`src/rtl/oram_backend_pkg.sv`:
```
// Shared definitions for the Path ORAM backend command interface:
// command encodings, the dummy-access address, the dummy-leaf LFSR
// polynomial and the rate controller state encoding.
package oram_backend_pkg;

   localparam logic [1:0] BECMD_Update  = 2'd0;
   localparam logic [1:0] BECMD_Append  = 2'd1;
   localparam logic [1:0] BECMD_Read    = 2'd2;
   localparam logic [1:0] BECMD_ReadRmv = 2'd3;

   // All-ones address marks a dummy path access; users slice it to ORAMU bits.
   localparam int         DUMMY_PADDR_W = 64;
   localparam logic [DUMMY_PADDR_W-1:0] DUMMY_PADDR = '1;

   // Right-shift Galois taps for x^32 + x^22 + x^2 + x + 1.
   localparam logic [31:0] LFSR_POLY = 32'h8020_0003;

   typedef enum logic {
      ST_WAIT  = 1'b0,
      ST_ISSUE = 1'b1
   } rate_state_e;

endpackage

```
`src/rtl/oram_lfsr32.sv`:
```
// 32-bit Galois LFSR used to draw random leaves for dummy path accesses.
// Steps once per cycle while Enable is high; Out is the current state.
module oram_lfsr32
   import oram_backend_pkg::*;
#(
   parameter logic [31:0] Seed = 32'hACE1_0001
) (
   input  logic        Clock,
   input  logic        Reset,
   input  logic        Enable,
   output logic [31:0] Out
);

   logic [31:0] lfsr_q, lfsr_d;

   // Next state: shift right, fold taps in when the bit shifted out is set.
   always_comb begin
      lfsr_d = lfsr_q;
      if (Enable) begin
         lfsr_d = {1'b0, lfsr_q[31:1]} ^ (lfsr_q[0] ? LFSR_POLY : 32'h0);
      end
   end

   // State register, reloaded with the seed on reset.
   always_ff @(posedge Clock) begin
      if (Reset) begin
         lfsr_q <= Seed;
      end else begin
         lfsr_q <= lfsr_d;
      end
   end

   assign Out = lfsr_q;

endmodule

```
`src/rtl/oram_access_rate_ctrl.sv`:
```
// ORAM access rate controller: admits backend commands no closer than
// Interval cycles after the previous backend handshake, with one command
// in flight. Define ORAM_RATE_DUMMY_EN to inject dummy path reads whenever
// a slot opens with no frontend request, making the access rate periodic.
module oram_access_rate_ctrl
   import oram_backend_pkg::*;
#(
   parameter int          ORAMU         = 32,
   parameter int          ORAML         = 10,
   parameter int          BECMDWidth    = 2,
   parameter int          Interval      = 100,
   parameter int          IntervalWidth = 16,
   parameter logic [31:0] LFSRSeed      = 32'hACE1_0001
) (
   input  logic                  Clock,
   input  logic                  Reset,
   input  logic [BECMDWidth-1:0] FE_Command,
   input  logic [ORAMU-1:0]      FE_PAddr,
   input  logic [ORAML-1:0]      FE_CurrentLeaf,
   input  logic [ORAML-1:0]      FE_RemappedLeaf,
   input  logic                  FE_CommandValid,
   output logic                  FE_CommandReady,
   output logic [BECMDWidth-1:0] BE_Command,
   output logic [ORAMU-1:0]      BE_PAddr,
   output logic [ORAML-1:0]      BE_CurrentLeaf,
   output logic [ORAML-1:0]      BE_RemappedLeaf,
   output logic                  BE_IsDummy,
   output logic                  BE_CommandValid,
   input  logic                  BE_CommandReady
);

   localparam logic [IntervalWidth-1:0] INTERVAL_C = IntervalWidth'(Interval);

   rate_state_e               state_q, state_d;
   logic [IntervalWidth-1:0]  cnt_q, cnt_d;
   logic [BECMDWidth-1:0]     cmd_q, cmd_d;
   logic [ORAMU-1:0]          paddr_q, paddr_d;
   logic [ORAML-1:0]          cur_q, cur_d;
   logic [ORAML-1:0]          rem_q, rem_d;
   logic                      slot_open;

`ifdef ORAM_RATE_DUMMY_EN
   logic                      dummy_q, dummy_d;
   logic                      lfsr_en;
   logic [31:0]               lfsr_out;

   oram_lfsr32 #(
      .Seed   (LFSRSeed)
   ) u_lfsr (
      .Clock  (Clock),
      .Reset  (Reset),
      .Enable (lfsr_en),
      .Out    (lfsr_out)
   );
`endif

   // A slot is open only in WAIT with the spacing counter saturated.
   assign slot_open = (state_q == ST_WAIT) && (cnt_q == INTERVAL_C);

   // Next-state logic: count spacing, capture a real (or dummy) command
   // into the output registers, hold it until the backend handshake.
   always_comb begin
      state_d = state_q;
      cnt_d   = cnt_q;
      cmd_d   = cmd_q;
      paddr_d = paddr_q;
      cur_d   = cur_q;
      rem_d   = rem_q;
`ifdef ORAM_RATE_DUMMY_EN
      dummy_d = dummy_q;
      lfsr_en = 1'b0;
`endif
      case (state_q)
         ST_WAIT: begin
            if (cnt_q != INTERVAL_C) begin
               cnt_d = cnt_q + IntervalWidth'(1);
            end
            if (slot_open) begin
               if (FE_CommandValid) begin
                  cmd_d   = FE_Command;
                  paddr_d = FE_PAddr;
                  cur_d   = FE_CurrentLeaf;
                  rem_d   = FE_RemappedLeaf;
`ifdef ORAM_RATE_DUMMY_EN
                  dummy_d = 1'b0;
`endif
                  state_d = ST_ISSUE;
               end
`ifdef ORAM_RATE_DUMMY_EN
               else begin
                  // Idle slot: issue a read of a random path so the
                  // backend sees the same access pattern either way.
                  cmd_d   = BECMDWidth'(BECMD_Read);
                  paddr_d = DUMMY_PADDR[ORAMU-1:0];
                  cur_d   = lfsr_out[ORAML-1:0];
                  rem_d   = lfsr_out[ORAML-1:0];
                  dummy_d = 1'b1;
                  lfsr_en = 1'b1;
                  state_d = ST_ISSUE;
               end
`endif
            end
         end
         ST_ISSUE: begin
            // Counter stays frozen while the backend stalls.
            if (BE_CommandReady) begin
               cnt_d   = IntervalWidth'(1);
               state_d = ST_WAIT;
            end
         end
         default: begin
            state_d = ST_WAIT;
         end
      endcase
   end

   // State, counter and output registers; reset opens the first slot at once.
   always_ff @(posedge Clock) begin
      if (Reset) begin
         state_q <= ST_WAIT;
         cnt_q   <= INTERVAL_C;
         cmd_q   <= '0;
         paddr_q <= '0;
         cur_q   <= '0;
         rem_q   <= '0;
      end else begin
         state_q <= state_d;
         cnt_q   <= cnt_d;
         cmd_q   <= cmd_d;
         paddr_q <= paddr_d;
         cur_q   <= cur_d;
         rem_q   <= rem_d;
      end
   end

`ifdef ORAM_RATE_DUMMY_EN
   // Dummy flag travels with the captured command.
   always_ff @(posedge Clock) begin
      if (Reset) begin
         dummy_q <= 1'b0;
      end else begin
         dummy_q <= dummy_d;
      end
   end

   assign BE_IsDummy = dummy_q;
`else
   assign BE_IsDummy = 1'b0;
`endif

   assign FE_CommandReady = slot_open;
   assign BE_CommandValid = (state_q == ST_ISSUE);
   assign BE_Command      = cmd_q;
   assign BE_PAddr        = paddr_q;
   assign BE_CurrentLeaf  = cur_q;
   assign BE_RemappedLeaf = rem_q;

endmodule

```
`config.mk`:
```
export PLATFORM = sky130hd
export DESIGN_NAME = oram_access_rate_ctrl
export DESIGN_NICKNAME = d
export VERILOG_FILES = /design/src/rtl/oram_backend_pkg.sv /design/src/rtl/oram_lfsr32.sv /design/src/rtl/oram_access_rate_ctrl.sv
export SDC_FILE = /design/constraint.sdc
export NUM_CORES = 1
export LEC_CHECK = 0
export CORE_AREA = 2 2 86 88
export CTS_CLUSTER_SIZE = 16
export DETAILED_ROUTE_END_ITERATION = 6
export DIE_AREA = 0 0 88 90
export DONT_BUFFER_PORTS = 1
export SLEW_MARGIN = 30
export SYNTH_ARGS = -nofsm -noshare
export SYNTH_HDL_FRONTEND = slang
export SYNTH_HIERARCHICAL = 1
export SYNTH_SLANG_ARGS = --single-unit
```
`constraint.sdc`:
```
create_clock -name Clock -period 2.25 [get_ports Clock]
set_clock_uncertainty 0.15 [all_clocks]
set_input_delay 0.1125 -clock Clock [delete_from_list [all_inputs] [get_ports Clock]]
set_output_delay 0.1125 -clock Clock [all_outputs]
set_load 0.05 [all_outputs]
```
==> flow_summary.html <==
<table>
<tr><th>Metric</th><th>Value</th></tr>
<tr><th colspan="2">Timing</th></tr>
<tr><td>Final setup violating endpoints</td><td>0</td></tr>
<tr><td>Setup repair after global routing missed its margin</td><td>false</td></tr>
<tr><td>Final period demand of the worst path</td><td>2097 ps</td></tr>
<tr><td>Sum of negative setup slack</td><td>0 ps</td></tr>
<tr><td>Count of endpoints failing hold in the final timing report</td><td>0</td></tr>
<tr><td>Worst slew slack as a fraction of its limit</td><td>0.4986</td></tr>
<tr><td>Slew at the pin closest to its max-slew limit</td><td>744.3 ps</td></tr>
<tr><td>Period utilization</td><td>0.9322</td></tr>
<tr><td>Peak clock frequency supported by timing</td><td>476.8 MHz</td></tr>
<tr><td>Final number of max-transition violations</td><td>0</td></tr>
<tr><th colspan="2">Power and ir drop</th></tr>
<tr><td>Cell internal power dissipation</td><td>3.081 mW</td></tr>
<tr><td>Clock group share of total power</td><td>0.172</td></tr>
<tr><td>Switching share of total power</td><td>0.5077</td></tr>
<tr><td>Power density cells</td><td>1554 nW/um2</td></tr>
<tr><td>Part of the power in registers</td><td>0.434</td></tr>
<tr><td>Part of the total power dissipated in combinational logic</td><td>0.394</td></tr>
<tr><td>Static power due to leakage</td><td>1.376 nW</td></tr>
<tr><td>Worst IR drop on VDD</td><td>1.207 mV</td></tr>
<tr><td>Net switching component of the power</td><td>3.177 mW</td></tr>
<tr><th colspan="2">Setup path</th></tr>
<tr><td>CP endpoint</td><td>FE_CommandReady</td></tr>
<tr><td>WP data required</td><td>1990 ps</td></tr>
<tr><td>Top fanout value on the critical path</td><td>24</td></tr>
<tr><td>Cell Chain, Critical Path</td><td>nor4_2 &gt; nand4_2 &gt; inv_4 &gt; buf_12 &gt; buf_6</td></tr>
<tr><td>Category of cells accounting for the largest share of critical-path delay</td><td>simple AND/OR/NAND/NOR gates</td></tr>
<tr><td>Critical Path End Type</td><td>output pin</td></tr>
<tr><td>Path depth of the worst reg2reg path</td><td>7</td></tr>
<tr><td>Source of the worst register-to-register timing path</td><td>cnt_q[0]</td></tr>
<tr><td>Largest stage delay, worst path</td><td>390 ps</td></tr>
<tr><td>FF-to-FF End</td><td>cnt_q[15]</td></tr>
<tr><td>Total buffers and inverters traversed by the critical path</td><td>3</td></tr>
<tr><td>Sort of element at the start of the critical path</td><td>flop</td></tr>
<tr><td>Worst path slowest cell</td><td>sky130_fd_sc_hd__nor4_2</td></tr>
<tr><td>Crit path kind</td><td>flop to output pin</td></tr>
<tr><td>Arrival @ worst endpoint</td><td>1830 ps</td></tr>
<tr><td>Register-to-register setup slack</td><td>210 ps</td></tr>
<tr><td>Crit path depth</td><td>5</td></tr>
<tr><td>Origin of the worst setup path</td><td>cnt_q[11]</td></tr>
<tr><th colspan="2">Logic synthesis</th></tr>
<tr><td>Total standard cell area after synthesis</td><td>3074 um2</td></tr>
<tr><td>Fraction of post-synthesis cell area in the top cell type by area</td><td>0.4624</td></tr>
<tr><td>Cell types occupying the most area after synthesis</td><td>sky130_fd_sc_hd__dfxtp_1, sky130_fd_sc_hd__o21ai_0, sky130_fd_sc_hd__nand3_1, sky130_fd_sc_hd__a21oi_1, sky130_fd_sc_hd__clkbuf_1</td></tr>
<tr><td>Number of enable flip-flop cells after synthesis</td><td>0</td></tr>
<tr><td>Yosys cell types</td><td>40</td></tr>
<tr><td>Count of state elements after synthesis</td><td>71</td></tr>
<tr><td>Number of nets in the synthesized netlist</td><td>434</td></tr>
<tr><td>Async set-reset flop share out of synthesis</td><td>0</td></tr>
<tr><td>Register area share after synthesis</td><td>0.4624</td></tr>
<tr><td>Top cell types by occurrence after synthesis</td><td>sky130_fd_sc_hd__dfxtp_1, sky130_fd_sc_hd__o21ai_0, sky130_fd_sc_hd__nand3_1</td></tr>
<tr><td>Count of synthesis-stage warnings from yosys</td><td>6</td></tr>
<tr><td>Average size of a mapped cell</td><td>8.220 um2</td></tr>
<tr><td>Synthesized instance count</td><td>374</td></tr>
<tr><td>Ys flop type</td><td>sky130_fd_sc_hd__dfxtp_1</td></tr>
<tr><td>Biggest area consumer among synthesized cells</td><td>sky130_fd_sc_hd__dfxtp_1</td></tr>
<tr><td>Most common cell in the netlist</td><td>sky130_fd_sc_hd__dfxtp_1</td></tr>
<tr><th colspan="2">Flow run</th></tr>
<tr><td>Max-cap viol count</td><td>0</td></tr>
<tr><th colspan="2">Floorplan</th></tr>
<tr><td>Core area</td><td>7020 um2</td></tr>
<tr><td>Vertical die dimension</td><td>90 um</td></tr>
<tr><td>Number of top-level pins</td><td>115</td></tr>
<tr><td>Die ar.</td><td>7920 um2</td></tr>
<tr><td>Effective utilization at floorplan</td><td>0.4379</td></tr>
<tr><td>Standard-cell rows</td><td>31</td></tr>
<tr><td>Chip width</td><td>88 um</td></tr>
<tr><th colspan="2">Final layout</th></tr>
<tr><td>Share of layout cells above drive strength 1</td><td>0.09346</td></tr>
<tr><td>Final Util</td><td>0.5737</td></tr>
<tr><td>Final instance count without filler cells</td><td>527</td></tr>
<tr><td>Number of nets in the finished design</td><td>483</td></tr>
<tr><td>Synthesis-to-finish area growth</td><td>31.01%</td></tr>
<tr><td>Ant. Diodes</td><td>0</td></tr>
<tr><th colspan="2">Detailed routing</th></tr>
<tr><td>Via/cell ratio</td><td>5.786</td></tr>
<tr><td>Detailed Route WL</td><td>8945 um</td></tr>
<tr><td>Drc violations</td><td>0</td></tr>
<tr><td>Wirelength per Cell</td><td>16.97 um</td></tr>
<tr><td>Via count</td><td>3049</td></tr>
<tr><td>Initial DRC count</td><td>200</td></tr>
<tr><td>Drt first pass iters</td><td>5</td></tr>
<tr><td>Routed Antenna Nets</td><td>0</td></tr>
<tr><th colspan="2">Global routing</th></tr>
<tr><td>Number of global-route vias before repair</td><td>2924</td></tr>
<tr><td>Pin count of the biggest net entering global routing</td><td>67</td></tr>
<tr><td>Global-route wire length before repair</td><td>14010 um</td></tr>
<tr><td>Number of antenna violations at the first check in global routing</td><td>1</td></tr>
<tr><td>Total track usage</td><td>0.2195</td></tr>
<tr><td>Remaining global-route overflow</td><td>0</td></tr>
<tr><th colspan="2">Outcome</th></tr>
<tr><td>Outcome</td><td>finished clean</td></tr>
<tr><th colspan="2">Clock network</th></tr>
<tr><td>Number of buffers added by the clock tree synthesis step</td><td>9</td></tr>
<tr><td>Post-CTS repair timing setup buffer count</td><td>0</td></tr>
<tr><td>Number of buffers between clock root and the deepest sink</td><td>2</td></tr>
<tr><td>Number of levels the H-tree was split into</td><td>3</td></tr>
<tr><td>Clock root buffer master</td><td>sky130_fd_sc_hd__clkbuf_8</td></tr>
<tr><td>Worst-skew pair later-pin latency</td><td>340 ps</td></tr>
<tr><td>Clk sink count</td><td>71</td></tr>
<tr><td>CTS clk-pin slew, worst paths</td><td>80 ps</td></tr>
<tr><td>TritonCTS clock tree</td><td>done</td></tr>
<tr><th colspan="2">Worst hold path</th></tr>
<tr><td>Startpoint of the worst hold path</td><td>FE_CommandValid</td></tr>
<tr><td>Tightest Hold Check Type</td><td>primary input to flop</td></tr>
<tr><th colspan="2">Placed design</th></tr>
<tr><td>Global placer's final weighted congestion</td><td>0.8759</td></tr>
<tr><td>Placed Cells incl. Taps</td><td>451</td></tr>
<tr><td>HPWL after detailed placement</td><td>4922 um</td></tr>
<tr><td>Port Buf Inserts</td><td>0</td></tr>
</table>
-- power by group through the flow --
stage	combinational, mW	sequential, mW	clock, mW
final	2.46	2.72	1.08
after global routing	2.69	2.76	1.16
after CTS	2.24	2.72	1.10
after detailed placement	2.12	2.74	0
after global placement	2.10	2.74	0
after floorplan	1.58	2.72	0
-- layout by cell type (no fill, tap or decap), drive strengths merged, types with 2 or more instances in the layout --
master and n:
nand2 6, dlygate4sd3 57, nand2b 3, a31oi 6, nand3 61, clkbuf 13
a311oi 3, o221ai 2, or4 2, o21ai 64, a21oi 60, nor4b 2
nor2 7, dfxtp 71, inv 13, ha 2, o211ai 4, nor4 5
buf 16, nor3 2, and4 3, nand4 10
-- registers in the layout (all words and copies together), names as in the netlist --
register         flops
BE_CurrentLeaf      10
cnt_q               16
BE_RemappedLeaf     10
BE_PAddr            32
BE_Command           2
BE_CommandValid      1
-- timing repair --
item	in CTS	in global routing
endpoints found under the hold margin	67	0
resized for setup	0	2
setup endpoints to repair	0	1
hold buffers	59	0
-- worst reg2reg max path, cell delays in order, from the launching register on --
cell,delay [ps]
sky130_fd_sc_hd__dfxtp_1,330
sky130_fd_sc_hd__inv_1,40
sky130_fd_sc_hd__ha_1,200
sky130_fd_sc_hd__nor4b_4,140
sky130_fd_sc_hd__nand4_2,160
sky130_fd_sc_hd__inv_4,80
sky130_fd_sc_hd__o21ai_0,610
sky130_fd_sc_hd__o221ai_1,190
-- final cells by class --
type	instances	area [um2]
clock buffer	12	165.2
clock inverter	4	51.30
fill	627	2993
inverter	12	47.55
multi-input combinational	255	1441
sequential	71	1421
tap	99	123.9
timing repair buffer	74	777.0
-- worst min path at each step --
stage                         endpoint  slack, ps  depth (start not counted)
global route                  cnt_q[7]         70                          2
floorplan                     cnt_q[5]         80                          2
global placement              cnt_q[8]         50                          1
finish               BE_CurrentLeaf[2]         70                          3
detailed placement  BE_RemappedLeaf[0]         40                          1
CTS                           cnt_q[7]         50                          2
-- metrics by stage --
stage	cell area, um2	worst slack [ps]	hold slack (ps)	power [mW]
2_1_floorplan	3074	264.3	82.60	4.303
3_3_place_gp	3162	330.1	45.54	4.843
3_5_place_dp	3162	269.3	39.94	4.861
4_1_cts	3996	69.95	50.46	6.056
5_1_grt	4028	26.65	70.73	6.606
6_report	4028	152.7	67.99	6.258
-- logic make-up (layout without fill, tap and decap cells) --
logic type | after synthesis | count (layout) | synth area share
compound gates | 146 | 146 | 0.2585
fa+ha+maj | 2 | 2 | 0.008139
buf+inv | 48 | 102 | 0.06878
other cells | 1 | 1 | 0.001220
simple gates | 106 | 106 | 0.2011
flops | 71 | 71 | 0.4624
-- metal layers --
layer	GRT usage	share of wire
met1	0.2678	0.42
met2	0.3586	0.48
met3	0.05785	0.080
met4	0.09487	0.019
met5	0	0
No activity file was read; power rests on OpenSTA's default activity.
